$ cat config.mk
export PLATFORM = sky130hd
export DESIGN_NAME = master_port
export DESIGN_NICKNAME = d
export VERILOG_FILES = /design/src/rtl/master_port.sv
export SDC_FILE = /design/constraint.sdc
export NUM_CORES = 1
export LEC_CHECK = 0
export CAP_MARGIN = 20
export CORE_AREA = 5 5 83 93
export CTS_CLUSTER_DIAMETER = 150
export DETAILED_ROUTE_END_ITERATION = 10
export DIE_AREA = 0 0 88 98
export PLACE_DENSITY = 0.77
export SETUP_SLACK_MARGIN = 0.1
export SLEW_MARGIN = 20
export SYNTH_ARGS = -nofsm -noshare
export SYNTH_HDL_FRONTEND = slang
export SYNTH_SLANG_ARGS = --single-unit
$ cat constraint.sdc
create_clock -name clk -period 7.6 [get_ports clk]
set_input_delay 2.28 -clock clk [delete_from_list [all_inputs] [get_ports clk]]
set_output_delay 2.28 -clock clk [all_outputs]
set_load 0.02 [all_outputs]
$ cat src/rtl/master_port.sv
// master_port: serial bus master. Latches a read/write request, waits for
// slave_ready, shifts out an ADDR_W-bit address (and write data) LSB first,
// then for reads collects DATA_W bits from the slave with a timeout.
// Ports:
//   clk, reset       - clock, async active-high reset
//   req/mode/addr_in/wdata_in - request from the master device (mode 1=write)
//   rdata_out        - last successfully read word
//   busy/done/error  - status; error flags a read timeout, valid with done
//   read_en/write_en - one-cycle transfer-type strobes to the slave
//   slave_ready      - slave can accept a frame
//   master_valid, tx_address, tx_data - serial frame to the slave
//   slave_valid, rx_data - serial read data from the slave
//   master_ready     - master accepts read data
module master_port #(
  parameter int ADDR_W  = 12,
  parameter int DATA_W  = 8,
  parameter int TIMEOUT = 255
) (
  input  logic              clk,
  input  logic              reset,
  input  logic              req,
  input  logic              mode,
  input  logic [ADDR_W-1:0] addr_in,
  input  logic [DATA_W-1:0] wdata_in,
  output logic [DATA_W-1:0] rdata_out,
  output logic              busy,
  output logic              done,
  output logic              error,
  output logic              read_en,
  output logic              write_en,
  input  logic              slave_ready,
  output logic              master_valid,
  output logic              tx_address,
  output logic              tx_data,
  input  logic              slave_valid,
  input  logic              rx_data,
  output logic              master_ready
);

  localparam int AW_B = (ADDR_W > 1) ? $clog2(ADDR_W) : 1;
  localparam int DW_B = (DATA_W > 1) ? $clog2(DATA_W) : 1;
  localparam int TO_B = (TIMEOUT > 1) ? $clog2(TIMEOUT) : 1;

  localparam logic [AW_B-1:0] A_LAST = AW_B'(ADDR_W - 1);
  localparam logic [DW_B-1:0] R_LAST = DW_B'(DATA_W - 1);
  localparam logic [TO_B-1:0] T_LAST = TO_B'(TIMEOUT - 1);

  typedef enum logic [2:0] {
    IDLE,
    WAIT_SREADY,
    SEND,
    WAIT_RDATA,
    RECV,
    DONE
  } state_t;

  state_t state_q, state_d;

  logic              mode_q, mode_d;
  logic [ADDR_W-1:0] addr_q, addr_d;
  // Write data is widened to the address length and zeroed for reads,
  // so tx_data can be indexed by the same counter as tx_address.
  logic [ADDR_W-1:0] wdata_q, wdata_d;
  logic [AW_B-1:0]   acnt_q, acnt_d;
  logic [DW_B-1:0]   rcnt_q, rcnt_d;
  logic [TO_B-1:0]   tcnt_q, tcnt_d;
  logic [DATA_W-1:0] rxsh_q, rxsh_d;
  logic [DATA_W-1:0] rdata_q, rdata_d;
  logic              timeout_d;

  logic busy_q, busy_d;
  logic done_q, done_d;
  logic error_q, error_d;
  logic rd_en_q, rd_en_d;
  logic wr_en_q, wr_en_d;
  logic mv_q, mv_d;
  logic txa_q, txa_d;
  logic txd_q, txd_d;
  logic mr_q, mr_d;

  always_comb begin
    state_d   = state_q;
    mode_d    = mode_q;
    addr_d    = addr_q;
    wdata_d   = wdata_q;
    acnt_d    = acnt_q;
    rcnt_d    = rcnt_q;
    tcnt_d    = tcnt_q;
    rxsh_d    = rxsh_q;
    rdata_d   = rdata_q;
    timeout_d = 1'b0;
    rd_en_d   = 1'b0;
    wr_en_d   = 1'b0;

    unique case (state_q)
      IDLE: begin
        if (req) begin
          mode_d  = mode;
          addr_d  = addr_in;
          wdata_d = mode ? ADDR_W'(wdata_in) : '0;
          rd_en_d = ~mode;
          wr_en_d = mode;
          acnt_d  = '0;
          rcnt_d  = '0;
          tcnt_d  = '0;
          state_d = WAIT_SREADY;
        end
      end
      WAIT_SREADY: begin
        if (slave_ready) begin
          acnt_d  = '0;
          state_d = SEND;
        end
      end
      SEND: begin
        if (acnt_q == A_LAST) begin
          acnt_d  = '0;
          tcnt_d  = '0;
          state_d = mode_q ? DONE : WAIT_RDATA;
        end else begin
          acnt_d = acnt_q + 1'b1;
        end
      end
      WAIT_RDATA: begin
        if (slave_valid) begin
          rxsh_d = rxsh_q >> 1;
          rxsh_d[DATA_W-1] = rx_data;
          if (R_LAST == '0) begin
            rdata_d = rxsh_d;
            state_d = DONE;
          end else begin
            rcnt_d  = DW_B'(1);
            state_d = RECV;
          end
        end else if (tcnt_q == T_LAST) begin
          timeout_d = 1'b1;
          state_d   = DONE;
        end else begin
          tcnt_d = tcnt_q + 1'b1;
        end
      end
      RECV: begin
        // Counter stalls on cycles without slave_valid.
        if (slave_valid) begin
          rxsh_d = rxsh_q >> 1;
          rxsh_d[DATA_W-1] = rx_data;
          if (rcnt_q == R_LAST) begin
            rdata_d = rxsh_d;
            rcnt_d  = '0;
            state_d = DONE;
          end else begin
            rcnt_d = rcnt_q + 1'b1;
          end
        end
      end
      DONE: begin
        state_d = IDLE;
      end
      default: begin
        state_d = IDLE;
      end
    endcase

    // Outputs are registered, so they are derived from the next state.
    busy_d  = (state_d != IDLE);
    done_d  = (state_d == DONE);
    error_d = timeout_d;
    mv_d    = (state_d == SEND);
    txa_d   = mv_d ? addr_d[acnt_d] : 1'b0;
    txd_d   = mv_d ? wdata_d[acnt_d] : 1'b0;
    mr_d    = (state_d == WAIT_RDATA) || (state_d == RECV);
  end

  always_ff @(posedge clk or posedge reset) begin
    if (reset) begin
      state_q <= IDLE;
      mode_q  <= 1'b0;
      addr_q  <= '0;
      wdata_q <= '0;
      acnt_q  <= '0;
      rcnt_q  <= '0;
      tcnt_q  <= '0;
      rxsh_q  <= '0;
      rdata_q <= '0;
      busy_q  <= 1'b0;
      done_q  <= 1'b0;
      error_q <= 1'b0;
      rd_en_q <= 1'b0;
      wr_en_q <= 1'b0;
      mv_q    <= 1'b0;
      txa_q   <= 1'b0;
      txd_q   <= 1'b0;
      mr_q    <= 1'b0;
    end else begin
      state_q <= state_d;
      mode_q  <= mode_d;
      addr_q  <= addr_d;
      wdata_q <= wdata_d;
      acnt_q  <= acnt_d;
      rcnt_q  <= rcnt_d;
      tcnt_q  <= tcnt_d;
      rxsh_q  <= rxsh_d;
      rdata_q <= rdata_d;
      busy_q  <= busy_d;
      done_q  <= done_d;
      error_q <= error_d;
      rd_en_q <= rd_en_d;
      wr_en_q <= wr_en_d;
      mv_q    <= mv_d;
      txa_q   <= txa_d;
      txd_q   <= txd_d;
      mr_q    <= mr_d;
    end
  end

  assign rdata_out    = rdata_q;
  assign busy         = busy_q;
  assign done         = done_q;
  assign error        = error_q;
  assign read_en      = rd_en_q;
  assign write_en     = wr_en_q;
  assign master_valid = mv_q;
  assign tx_address   = txa_q;
  assign tx_data      = txd_q;
  assign master_ready = mr_q;

endmodule

==> run metrics <==
Core Area=0.006766 mm2; Final setup viols=0; worst setup margin=3.264 ns; setup_tns=0 ns; Filler cells=605; mux contribution to synthesized area=11.15%; xor-xnor portion of the synthesized cell area=0.5380%; initial antenna violation count=0; maximum clock insertion buffer count=2; EDFF count, synth=0; async set-reset flop share out of synthesis=100.0%; Max-Cap Viols=0; Primary FF master, synth=dfrtp_1; vias in the first global route=2320; fmax=230.6 MHz; critical path class=in -> reg; Final Util=57.86%; Net Sw Frac=38.44%; Worst Setup End Kind=flip-flop; worst slew pin tran=0.8314 ns; synth warn=0; Synth Area in Simple Gates=19.29%; CP required=7.81 ns; ANT nets after route=0; Critical Path End=tx_address; Nets=367; Die ar.=0.008624 mm2; Port Buf Inserts=43; crit path max fanout=15; Max-slew headroom=44.57%; Netlist cell types=59; cts hold-fix bufs=0; Ports=44; reg2reg end=tx_address; H-tree depth=3; sequential power share=41.1%; total clock buffers created by CTS=9; P_int=0.0007974 W; share of cells above drive strength 1=19.41%; Final Max Tran Viols=0; register area share after synthesis=51.50%; NetSw=0.0004979 W; Logic pwr share=38.4%; Hold WC Path Type=reg -> reg; hpwl dp=4688 um; complex-gate fraction of the synthesized area=11.80%; first-pass GRT wire length=11230 um; die extent in x=88 um; DRC=0; Resized cells post-CTS=0; crit path DAT=4.55 ns; main combinational cell family by area after synthesis=simple AND/OR/NAND/NOR gates; worst slack at placement=2.878 ns; register bit total from synthesis=67; TritonRoute pass-1 iters=4; Final GP Congestion=0.7841; area of placed instances=0.003739 mm2; Synth Area in Adders=1.922%; Final Instance Area=0.003915 mm2; Syn Nets=322; R2R cell count=7; DR vias/cell=5.433; final hold viol count=0; Post-Route WL=6509 um; Critical Path Start Type=input pin; grt ovf=0; CTS root buf=clkbuf_8; largest net degree at the start of global routing=68; Starting Density=48.11%; insertion delay to the later sink of the worst-skew pair=0.35 ns; min Tclk post-route=4.336 ns; wire per inst=15.32 um; Mapped Cells=290; Die H=98 um; Overall Global Routing Usage=16.63%; VDD IR max=0.0001757 V; Ant. Diodes=0; Netlist Area Pre-Place=0.003256 mm2; RR Startpoint=state_q[1]; RSZ-0062 raised after global routing=no; Vias=2309; Clk network pwr share=20.5%; CTS tree=yes; Syn-to-layout area delta=20.25%; post-CTS setup buffers=0; outcome=finished clean; FF-to-FF setup slack=5.03 ns; Layout Skew=0.006994 ns; cell row count=32; Avg Cell Area, Syn=11.23 um2; clock-pin slew on the worst setup and hold paths=0.08 ns; DRT iter0 DRCs=149; power per cell area=330.9 mW/mm2; Setup crit start=req; CTS Sinks=67; Tcrit/Tclk final=57.05%; Leakage=1.832 nW
==> metrics by stage <==
stage / power [W] / hold slack [ns] / instances
floorplan: 0.0009129 / 0.4268 / 290
global placement: 0.001014 / 0.4442 / 408
detailed placement: 0.001040 / 0.4479 / 409
CTS: 0.001311 / 0.4661 / 425
global route: 0.001392 / 0.4973 / 425
finish: 0.001295 / 0.4669 / 425
==> how the worst min path moves through the flow <==
stage / startpoint / endpoint / slack (ns) / cells after the start
after floorplan: wdata_q[10] / wdata_q[10] / 0.43 / 2
after global placement: wdata_q[7] / wdata_q[7] / 0.44 / 2
after detailed placement: wdata_q[10] / wdata_q[10] / 0.45 / 2
after CTS: wdata_q[10] / wdata_q[10] / 0.47 / 2
after global routing: addr_q[2] / addr_q[2] / 0.50 / 2
final: wdata_q[2] / wdata_q[2] / 0.47 / 2
==> flip-flops by register name (all words and copies together), names as in the netlist <==
signal / cells
tcnt_q: 8
wdata_q: 12
tx_data: 1
state_q: 3
done: 1
busy: 1
master_valid: 1
addr_q: 12
mode_q: 1
tx_address: 1
error: 1
master_ready: 1
read_en: 1
write_en: 1
rcnt_q: 3
acnt_q: 4
rdata_out: 8
rxsh_q: 7
==> area by class of cell <==
class,instances,area [um2],area share [%]
flip-flops and latches,67,1677,42.83
multi-input cells,202,1464,37.39
repair buffers,45,452.9,11.57
clock buffers,9,123.9,3.164
well taps,85,106.4,2.717
clock inverters,7,52.55,1.342
inverters,10,38.79,0.9907
==> cell usage in the layout (no fill, tap or decap), drive strengths merged, types with 6 or more instances in the layout <==
cell type,instances
a21oi,9
clkbuf,9
clkdlybuf4s50,43
dfrtp,67
inv,11
mux2,26
mux2i,7
nand2,45
nand3,14
nor2,9
nor3,6
o211ai,11
o21ai,10
or3,7
==> logic make-up (layout without fill, tap and decap cells) <==
group / Yosys count / in the layout
AOI/OAI and AO/OA: 52 / 52
xor gates and xnor gates: 2 / 2
DFF: 67 / 67
adders and majority gates: 5 / 5
buffers and inverters: 21 / 71
and+or+nand+nor: 110 / 110
muxes: 33 / 33
==> power by group through the flow <==
stage / Combinational, W / Sequential (W) / Clock [W]
6_report: 0.000498 / 0.000532 / 0.000266
5_1_grt: 0.000555 / 0.000545 / 0.000292
4_1_cts: 0.000503 / 0.000532 / 0.000275
3_5_place_dp: 0.000501 / 0.000539 / 0
3_3_place_gp: 0.000479 / 0.000534 / 0
2_1_floorplan: 0.000396 / 0.000517 / 0
==> Yosys cell counts (all sizes together), types with 3 or more instances <==
cell	instances	area (um2)
a21o	3	22.52
o21ai	10	57.55
mux2i	7	70.07
or3	7	43.79
buf	9	77.57
nor3	6	41.29
nand3	14	75.07
mux2	26	292.8
dfrtp	67	1677
o31ai	4	30.03
ha	5	62.56
o211ai	11	82.58
and2	4	27.53
nor3b	5	47.54
inv	9	33.78
a21oi	9	45.04
nand2	45	178.9
nor2	9	41.29
==> critical path: stages <==
cell and delay (ns):
clkdlybuf4s50_1 0.54, nor4b_4 0.55, buf_8 0.23, mux2_2 0.36, nor3_1 0.18, nor3_1 0.08, o211ai_1 0.19, o211ai_1 0.13
==> layer usage <==
| layer | wire length (um) | up-vias | track usage, % |
|---|---|---|---|
| li1 | - | 1135 | - |
| met1 | 2811 | 1125 | 21.74 |
| met2 | 3348 | 38 | 26.80 |
| met3 | 261 | 11 | 3.966 |
| met4 | 89 | 0 | 5.903 |
| met5 | 0 | - | 0 |
(Power assumes the default switching activity.)
==> RTL edit 1: new RTL, config.mk and constraints unchanged <==
Register the input `mode` before use, without a reset. The logic sees it one clock later. The other inputs are not delayed to match.
--- a/src/rtl/master_port.sv
+++ b/src/rtl/master_port.sv
@@ -54,6 +54,12 @@
     DONE
   } state_t;
 
+  logic mode_r;
+
+  always_ff @(posedge clk) begin
+    mode_r <= mode;
+  end
+
   state_t state_q, state_d;
 
   logic              mode_q, mode_d;
@@ -95,11 +101,11 @@
     unique case (state_q)
       IDLE: begin
         if (req) begin
-          mode_d  = mode;
+          mode_d  = mode_r;
           addr_d  = addr_in;
-          wdata_d = mode ? ADDR_W'(wdata_in) : '0;
-          rd_en_d = ~mode;
-          wr_en_d = mode;
+          wdata_d = mode_r ? ADDR_W'(wdata_in) : '0;
+          rd_en_d = ~mode_r;
+          wr_en_d = mode_r;
           acnt_d  = '0;
           rcnt_d  = '0;
           tcnt_d  = '0;
Check against the original RTL: not equivalent (a bounded check fails within 4 cycles, from zero or initial values and one cycle with reset high).
==> RTL edit 1 against the original RTL <==
Power is 2.4% higher. Sequential cell count is 1 higher. Worst setup slack worse by 85 ps. Via count is 2.2% higher. Cell count is 0.24% higher. Design area is 1.0% higher. Combinational power is 0.8% lower. Routed wire length is 0.58% higher. Area after synthesis is 0.61% higher. Critical endpoint is now tx_data. Largest power group unchanged.
==> RTL edit 1: results (changes against the original RTL) <==
outcome finished, final reports clean; fraction of layout cells with a size suffix above 1 19.4% (-0.057 points); non-filler cells, final 426 (+0.24%); gp weighted congestion 0.798 (+1.7%); Compound-Gate Fraction of Synth Area 11.7% (-0.072 points); peak per-stage delay on the critical path 650 ps (+100 ps); r2r setup slk 4970 ps (-60 ps); routed vias/inst 5.54 (+1.9%); Fillers 576 (-4.8%); Post-Synthesis Cells 291 (+0.34%); met1 Use GR 20.8% (-0.96 points); Global Route met2 Usage 27.9% (+1.1 points); Critical Path AT 4650 ps (+100 ps); placed wire-length estimate 4710 µm (+0.54%); initial DRC count 101 (-32%); Synth Area in Adders 1.91% (-0.012 points); first-pass GRT wire length 11,200 µm (+0.12%); Async SR Flop Fraction 98.5% (-1.5 points); Syn Nets 323 (+0.31%); post-synthesis mux area share 11.1% (-0.068 points); Post-Synth XOR/XNOR Area 0.535% (-0.0033 points); Critical Path Fanout Max 12 (-3); final setup skew 7.53 ps (+0.534 ps); Netlist cell types 60 (+1.7%); met3 GRT Util 4.14% (+0.17 points); WHS Endpoint wdata_q[10]; fin nets 368 (+0.27%); placed insts 410 (+0.24%); GRT Util Overall 16.6% (about the same); DR pass1 iterations 5 (+1)
## RTL edit 1: layer usage
layer | vias to the layer above | wire length (µm)
li1 | 1142 | -
met1 | 1169 | 2780
met2 | 40 | 3460
met3 | 8 | 220
met4 | 0 | 90
met5 | - | 0
## RTL edit 1: metrics by stage
stage                     setup WS [ps]  area, µm²  hold slack [ps]
after detailed placement           2810       3750              446
after floorplan                    3640       3280              427
after CTS                          3190       3960              465
after global routing               3070       3960              494
after global placement             2530       3740              441
final                              3180       3960              468
## RTL edit 1: area by class of cell
type                    count  area [µm²]  share of cell area (%)
inverters                  10        38.8                   0.981
flip-flops and latches     68        1700                    42.9
clock buffers               9         124                    3.13
well taps                  85         106                    2.69
repair buffers             45         449                    11.4
clock inverters             7        76.3                    1.93
multi-input cells         202        1460                    37.0
## RTL edit 1: power breakdown
part           switching (mW)  internal, mW  total [mW]
logic                   0.273         0.221       0.494
clock network           0.143         0.153       0.296
registers              0.0785         0.458       0.536
==> RTL edit 2: new RTL, same settings <==
Made on the original files. Change the parameter `DATA_W` from 8 to 16.
--- a/src/rtl/master_port.sv
+++ b/src/rtl/master_port.sv
@@ -13,7 +13,7 @@
 //   master_ready     - master accepts read data
 module master_port #(
   parameter int ADDR_W  = 12,
-  parameter int DATA_W  = 8,
+  parameter int DATA_W  = 16,
   parameter int TIMEOUT = 255
 ) (
   input  logic              clk,
Interface: changed (resized rdata_out and wdata_in); port bits go from 44 to 60. The function was not compared with the original's and may differ.
==> RTL edit 2 against the original RTL <==
Design area increased by 21%. Worst setup slack got worse by 220 ps. Routed wire length grew 17%. First-iteration DRC count rose by 5.4%. Area after synthesis grew 20%. Register-to-register slack got worse by 140 ps. Sequential cell count up 17. Power rose by 16%.
==> RTL edit 2: results (changes against the original RTL) <==
Critical Path Fanout Max 17 (+2); Synth area leaders dfrtp_1 (54%), mux2_2 (12%), o21ai_0 (2.7%); Vias 2,787 (+21%); placed cell area 4490 µm² (+20%); Syn Nets 377 (+17%); RR Endpoint tx_data; CP max-delay cell and4_1; register area share after synthesis 53.9% (+2.4 points); Fillers 486 (-20%); GRT Util Overall 19.5% (+2.9 points); pre-CTS setup slack 2630 ps (-249 ps); largest net degree at the start of global routing 85 (+25%); commonest cells in the netlist dfrtp_1 (84), mux2_2 (40), o21ai_0 (21); fin nets 427 (+16%); initial DRC count 157 (+5.4%); gp weighted congestion 0.766 (-2.3%); WHS Endpoint wdata_q[3]; post-DR wirelength/cell 15.9 µm (+3.9%); peak per-stage delay on the critical path 810 ps (+260 ps); outcome finished, final reports clean; Slew @ Worst Pin 809 ps (-22.4 ps); r2r startpoint state_q[2]; fraction of layout cells with a size suffix above 1 17.3% (-2.1 points); final setup skew 13.2 ps (+6.24 ps); VDD IR max 206 µV (+17%); worst hold slack 469 ps (+2.36 ps); Hold Crit Start wdata_q[3]; Leakage 2.18 nW (+19%); r2r setup slk 4890 ps (-140 ps); first-pass GRT wire length 13,000 µm (+16%); Critical Path AT 4790 ps (+240 ps)
[RTL edit 2: how the worst max path moves through the flow]
stage                      from    endpoint  slack [ps]  depth (start not counted)
floorplan                 reset   acnt_q[0]        3150                          1
global placement    slave_valid  tx_address        2750                          8
detailed placement  slave_valid  tx_address        2630                          8
CTS                 slave_valid  tx_address        3020                          8
global route        slave_valid  tx_address        2820                          8
finish              slave_valid     tx_data        3050                          8
[RTL edit 2: cell families (layout without fill, tap and decap cells)]
logic type | count (synthesis) | count (layout) | share of synthesized area, %
and+or+nand+nor | 91 | 91 | 13.4
buffers and inverters | 38 | 93 | 4.01
muxes | 53 | 53 | 15.1
DFF | 84 | 84 | 53.9
AOI/OAI and AO/OA | 68 | 68 | 12.4
adders and majority gates | 4 | 4 | 1.28
[RTL edit 2: metal layers]
| layer | routed length [µm] | share of wire, % | GRT usage (%) | vias up |
|---|---|---|---|---|
| met1 | 3170 | 42 | 24.4 | 1383 |
| met2 | 3910 | 51 | 31.8 | 56 |
| li1 | - | - | - | 1335 |
| met5 | 0 | 0 | 0 | - |
| met3 | 359 | 4.7 | 5.40 | 13 |
| met4 | 171 | 2.2 | 7.56 | 0 |
[RTL edit 2: area by class of cell]
class,count,area share (%)
clock buffers,9,2.62
clock inverters,7,2.33
inverters,20,1.61
multi-input cells,216,34.7
flip-flops and latches,84,44.5
well taps,85,2.25
repair buffers,57,12.0
[RTL edit 2: worst reg2reg max path: stages, from the launching register on]
cell       delay (ps)
dfrtp_1           590
nor4bb_1          570
and4_1            810
a221oi_2          150
nand2_1           180
inv_1              90
o2111ai_1          70
o211ai_1          120
[RTL edit 2: where the power goes]
group	total [mW]	internal, mW	switching [mW]
Combinational	0.512	0.231	0.281
Sequential	0.625	0.554	0.0710
Clock	0.365	0.191	0.174
Total	1.50	0.976	0.526
